<file path="config.mk">
export PLATFORM = sky130hd
export DESIGN_NAME = mem_arbiter_rr
export DESIGN_NICKNAME = d
export VERILOG_FILES = /design/src/rtl/mem_arbiter_rr.sv
export SDC_FILE = /design/constraint.sdc
export NUM_CORES = 1
export LEC_CHECK = 0
export ABC_AREA = 1
export ABC_CLOCK_PERIOD_IN_PS = 2300
export CORE_AREA = 2 2 153 155
export CTS_CLUSTER_DIAMETER = 120
export DETAILED_ROUTE_END_ITERATION = 7
export DIE_AREA = 0 0 155 157
export SYNTH_ARGS = -nofsm -noshare
export SYNTH_HDL_FRONTEND = slang
export SYNTH_SLANG_ARGS = --single-unit
</file>
<file path="constraint.sdc">
create_clock -name clk -period 2.3 [get_ports clk]
set_input_delay 0.23 -clock clk [delete_from_list [all_inputs] [get_ports clk]]
set_output_delay 0.23 -clock clk [all_outputs]
set_load 0.05 [all_outputs]
</file>
<file path="src/rtl/mem_arbiter_rr.sv">
// Round-robin arbiter between NUM_CLIENTS cache clients and one system-bus master port.
// One client is granted at a time. The grant covers a whole transaction: an address beat,
// then either DATA_BEATS write beats or RESP_BEATS read response beats. The bus is
// released after every transaction.
//
// state  | meaning
// -------+--------------------------------------------------------------
// IDLE   | no grant; pick the next requester scanning upward from rr_ptr
// ADDR   | forwarding the granted client's address/tag beat to the bus
// WDATA  | forwarding write data beats; cnt counts completed beats
// RDATA  | forwarding read response beats to the client; cnt counts beats

module mem_arbiter_rr #(
    parameter int WIDTH       = 64,
    parameter int TAG_WIDTH   = 13,
    parameter int NUM_CLIENTS = 2,
    parameter int RESP_BEATS  = 8,
    parameter int DATA_BEATS  = 8
) (
    input  logic                             clk,
    input  logic                             reset,

    input  logic [NUM_CLIENTS-1:0]           client_reqcyc,
    input  logic [NUM_CLIENTS*WIDTH-1:0]     client_req,
    input  logic [NUM_CLIENTS*TAG_WIDTH-1:0] client_reqtag,
    output logic [NUM_CLIENTS-1:0]           client_reqack,
    output logic [NUM_CLIENTS-1:0]           client_respcyc,
    output logic [WIDTH-1:0]                 client_resp,
    output logic [TAG_WIDTH-1:0]             client_resptag,
    input  logic [NUM_CLIENTS-1:0]           client_respack,

    output logic                             bus_reqcyc,
    output logic [WIDTH-1:0]                 bus_req,
    output logic [TAG_WIDTH-1:0]             bus_reqtag,
    input  logic                             bus_reqack,
    input  logic                             bus_respcyc,
    input  logic [WIDTH-1:0]                 bus_resp,
    input  logic [TAG_WIDTH-1:0]             bus_resptag,
    output logic                             bus_respack
);

    localparam int GW        = (NUM_CLIENTS > 1) ? $clog2(NUM_CLIENTS) : 1;
    localparam int MAX_BEATS = (RESP_BEATS > DATA_BEATS) ? RESP_BEATS : DATA_BEATS;
    localparam int CW        = $clog2(MAX_BEATS) + 1;

    localparam logic [GW-1:0] LAST_CLIENT = GW'(NUM_CLIENTS - 1);
    localparam logic [CW-1:0] RESP_LAST   = CW'(RESP_BEATS - 1);
    localparam logic [CW-1:0] DATA_LAST   = CW'(DATA_BEATS - 1);

    localparam logic [1:0] ST_IDLE  = 2'd0;
    localparam logic [1:0] ST_ADDR  = 2'd1;
    localparam logic [1:0] ST_WDATA = 2'd2;
    localparam logic [1:0] ST_RDATA = 2'd3;

    logic [1:0]    state;
    logic [GW-1:0] g;
    logic [GW-1:0] rr_ptr;
    logic [CW-1:0] cnt;

    logic [WIDTH-1:0]     req_arr [NUM_CLIENTS];
    logic [TAG_WIDTH-1:0] tag_arr [NUM_CLIENTS];

    logic                 sel_reqcyc;
    logic                 sel_respack;
    logic [WIDTH-1:0]     sel_req;
    logic [TAG_WIDTH-1:0] sel_tag;
    logic                 req_hs;
    logic                 resp_hs;

    logic                 pick_valid;
    logic [GW-1:0]        pick_idx;
    logic [GW-1:0]        pick_next;

    // Split the packed per-client buses into per-client words.
    genvar gi;
    generate
        for (gi = 0; gi < NUM_CLIENTS; gi++) begin : g_unpack
            assign req_arr[gi] = client_req[gi*WIDTH +: WIDTH];
            assign tag_arr[gi] = client_reqtag[gi*TAG_WIDTH +: TAG_WIDTH];
        end
    endgenerate

    // Select the granted client's signals and form the beat handshakes.
    assign sel_reqcyc  = client_reqcyc[g];
    assign sel_respack = client_respack[g];
    assign sel_req     = req_arr[g];
    assign sel_tag     = tag_arr[g];
    assign req_hs      = sel_reqcyc & bus_reqack;
    assign resp_hs     = bus_respcyc & sel_respack;

    // Pick the first active requester scanning upward from rr_ptr, wrapping around.
    always_comb begin
        pick_valid = 1'b0;
        pick_idx   = '0;
        for (int i = 0; i < NUM_CLIENTS; i++) begin
            if (!pick_valid &&
                client_reqcyc[GW'((int'(rr_ptr) + i) % NUM_CLIENTS)]) begin
                pick_valid = 1'b1;
                pick_idx   = GW'((int'(rr_ptr) + i) % NUM_CLIENTS);
            end
        end
    end

    // The client after the winner gets first priority next time.
    assign pick_next = (pick_idx == LAST_CLIENT) ? '0 : pick_idx + GW'(1);

    // Route request and response handshakes; everything idles at zero when not forwarded.
    always_comb begin
        bus_reqcyc     = 1'b0;
        bus_req        = '0;
        bus_reqtag     = '0;
        bus_respack    = 1'b0;
        client_reqack  = '0;
        client_respcyc = '0;
        client_resp    = '0;
        client_resptag = '0;
        case (state)
            ST_ADDR, ST_WDATA: begin
                bus_reqcyc       = sel_reqcyc;
                bus_req          = sel_req;
                bus_reqtag       = sel_tag;
                client_reqack[g] = bus_reqack;
            end
            ST_RDATA: begin
                client_respcyc[g] = bus_respcyc;
                client_resp       = bus_resp;
                client_resptag    = bus_resptag;
                bus_respack       = sel_respack;
            end
            default: ;
        endcase
    end

    // Transaction FSM: grant, address beat, then the write or read burst.
    // Stalls simply hold state and cnt; a grant is never revoked except by reset.
    always_ff @(posedge clk or posedge reset) begin
        if (reset) begin
            state  <= ST_IDLE;
            g      <= '0;
            rr_ptr <= '0;
            cnt    <= '0;
        end else begin
            case (state)
                ST_IDLE: begin
                    if (pick_valid) begin
                        g      <= pick_idx;
                        rr_ptr <= pick_next;
                        state  <= ST_ADDR;
                    end
                end
                ST_ADDR: begin
                    if (req_hs) begin
                        cnt   <= '0;
                        state <= sel_tag[TAG_WIDTH-1] ? ST_RDATA : ST_WDATA;
                    end
                end
                ST_WDATA: begin
                    if (req_hs) begin
                        cnt <= cnt + CW'(1);
                        if (cnt == DATA_LAST) begin
                            state <= ST_IDLE;
                        end
                    end
                end
                ST_RDATA: begin
                    if (resp_hs) begin
                        cnt <= cnt + CW'(1);
                        if (cnt == RESP_LAST) begin
                            state <= ST_IDLE;
                        end
                    end
                end
                default: state <= ST_IDLE;
            endcase
        end
    end

endmodule

</file>
==> impl_results.md <==
* Status: finished clean
* CTS Buf Count at 3
* Synth Area in Compound Gates at 18.0%
* Max cap viols at 0
* Yosys reg bits at 8
* CTS tree: done
* CP top delay family: buffers and inverters
* CP most frequent cell: buf_12
* Largest family of logic cells by synthesized area: simple AND/OR/NAND/NOR gates
* Largest net degree at the start of global routing at 67
* IO Count at 399
* Dpl ws at 409 ps
* Switching part of the total at 56.5%
* Detailed placer's ending HPWL at 13500 um
* Worst-path clk slew at 40 ps
* CP max stage cell: dfrtp_1
* Fraction of layout cells with a size suffix above 1 at 21.3%
* H-tree lvl count at 1
* Clk pwr share at 2.4%
* N_diodes at 0
* Adder-Cell Fraction of Synth Area at 3.18%
* Core ar. at 22500 sq um
* Most area-hungry cell type in the Yosys netlist: nand2_1
* Critical Path Fanout Max at 66
* Post-cts sizing count at 0
* Placed cells at 1165
* P_sw at 7.20 mW
* Final worst slack at 151 ps
* Grt ovf at 0
* Slowest stage delay, CP at 390 ps
* Setup Skew at 1.35 ps
* Die ar. at 24300 sq um
* Post-route insts no fill at 1169
* Register share of total power at 2.2%
* Final Max Slew Viols at 0
* Clock buffer depth at 2
* Global-route wire length before repair at 23500 um
* Width of the die at 155 um
* Layout area overhead at 243%
* Starting density of the core at 10.5%
* Leak at 3.94 nW
* Critical Path Source Type: register
* Clock tree sinks at 8
* Hold Violations, Final at 0
* Ys Warns at 0
* Vias per std cell at 3.75
* DR iter-0 viols at 227
* Placer congestion estimate at 0.804
* Fin crit period at 2150 ps
* Post-CTS setup buffer count at 0
* Peak supply drop at 811 uV
* Max Fclk at 0.465 GHz
* Number of global-route vias before repair at 4295
* Simple-Gate Fraction of Synth Area at 47.6%
* Slew Limit Headroom at 70.7%
* Min Hold Slack at 248 ps
* Crit. End Element: primary output
* DRC at 0
* Post-route antenna net violation count at 0
* IO Port Bufs at 398
* HP Class: input port to asynchronous set/reset pin
* Clk_lat worst skew at 230 ps
* Nets at 1130
* Crit path buf inv count at 5
* Total Wirelength at 15800 um
* Initial antenna violation count at 0
* Post-Synth XOR/XNOR Area at 0.743%
* Mapped Avg Cell Area at 4.65 sq um
* # hold bufs at CTS at 0
* Crit share post-route at 93.4%
* Mux cell area share after synthesis at 0%
* Gate Count Post-Synth at 507
* Register area share after synthesis at 8.49%
* Routed via count at 4380
* Clock Tree Root: clkbuf_16
* Worst Tran Pin Value at 440 ps
* Dominant cells by area after synthesis: nand2_1 (40%), a21oi_1 (17%), inv_1 (14%)
* Comb pwr share at 95.4%
* Mapped Area at 2360 sq um
* Critical Path RT at 2070 ps
* TritonRoute pass-1 iters at 4
* Setup Viol. Count Final at 0
* Crit-path cells: inv_1, ha_1, inv_2, buf_12, buf_4, a21oi_1, buf_12
* Routed WL per cell at 13.5 um
* Die height at 157 um
* Int Power at 5.54 mW
* RSZ-0062 raised after global routing: no
* WS Path Type: register to primary output
* Pwr Density at 1580 nW/um^2
* Arrival time worst endpoint at 1920 ps
* Row count at 55
* Synth top area share at 39.8%
* Synthesized Nets at 752
* GRT Total Usage at 12.0%
* Synth cell types at 23
* Setup slack, reg-to-reg at 540 ps
-- final timing paths --
check                                startpoint                    to  cells past startpoint
min in group clk             rr_ptr$_DFFE_PP0P_    rr_ptr$_DFFE_PP0P_                      1
hold / removal                            reset  state[1]$_DFFE_PP0P_                      2
hold reg to reg              rr_ptr$_DFFE_PP0P_    rr_ptr$_DFFE_PP0P_                      1
max in group asynchronous                 reset         g$_DFFE_PP0P_                      2
setup / recovery           state[1]$_DFFE_PP0P_           bus_req[13]                      7
setup reg to reg           state[0]$_DFFE_PP0P_  state[0]$_DFFE_PP0P_                      8
-- per-stage QoR --
step	total power, mW	instance area, sq um	setup TNS [ps]	utilization, %
floorplan	6.41	2360	-15.9	-
global placement	12.5	8000	0	35.6
detailed placement	12.5	8000	0	35.6
CTS	12.9	8080	0	35.9
global route	13.3	8080	0	35.9
finish	12.7	8080	0	35.9
-- sequential cells by signal (all words and copies together) (netlist names) --
name	flops
cnt	4
g	1
rr_ptr	1
state	2
-- synth_stat cells --
cell type,count
or2_2,1
nor2_8,1
nand3_1,2
nor2_2,1
buf_6,2
o21ai_0,3
nor3_1,4
dfrtp_1,8
clkbuf_1,18
inv_2,2
buf_2,11
xnor2_1,2
nand2_1,250
ha_1,6
nor2_1,9
o21ai_2,1
buf_4,3
nand4_1,5
a21oi_1,80
inv_1,90
inv_4,1
nand2_2,4
nand3_2,3
-- logic make-up after synthesis --
group,count (synthesis)
and+or+nand+nor,280
buffers and inverters,127
AOI/OAI and AO/OA,84
DFF,8
adders and majority gates,6
xor gates and xnor gates,2
-- cell type report --
type,instances,area [sq um]
well taps,285,357
multi-input cells,372,1640
flip-flops and latches,8,201
inverters,93,352
fillers,2285,14400
clock buffers,4,78.8
repair buffers,407,5450
-- routing by layer --
layer  part of all wire [%]  GRT usage, %  routed length (um)  vias to the layer above
met4                    1.1          1.98                 170                        0
met1                     37          13.6                5920                     1877
met5                      0             0                   0                        -
li1                       -             -                   -                     2257
met3                    8.0          2.64                1270                       14
met2                     53          23.4                8460                      232
-- power by group through the flow --
| stage | logic, mW | registers (mW) | clock network, mW |
|---|---|---|---|
| floorplan | 6.18 | 0.230 | 0 |
| detailed placement | 12.2 | 0.287 | 0 |
| CTS | 12.3 | 0.284 | 0.312 |
| global placement | 12.2 | 0.280 | 0 |
| finish | 12.1 | 0.281 | 0.307 |
| global route | 12.7 | 0.294 | 0.318 |
-- layout by cell type, fill, tap and decap left out, drive strengths merged --
master and instances:
a21oi 80, buf 169, clkbuf 4, clkdlybuf4s50 238
dfrtp 8, ha 6, inv 93, nand2 254
nand3 5, nand4 5, nor2 11, nor3 4
o21ai 4, or2 1, xnor2 2
No activity file was read; power rests on OpenSTA's default activity.
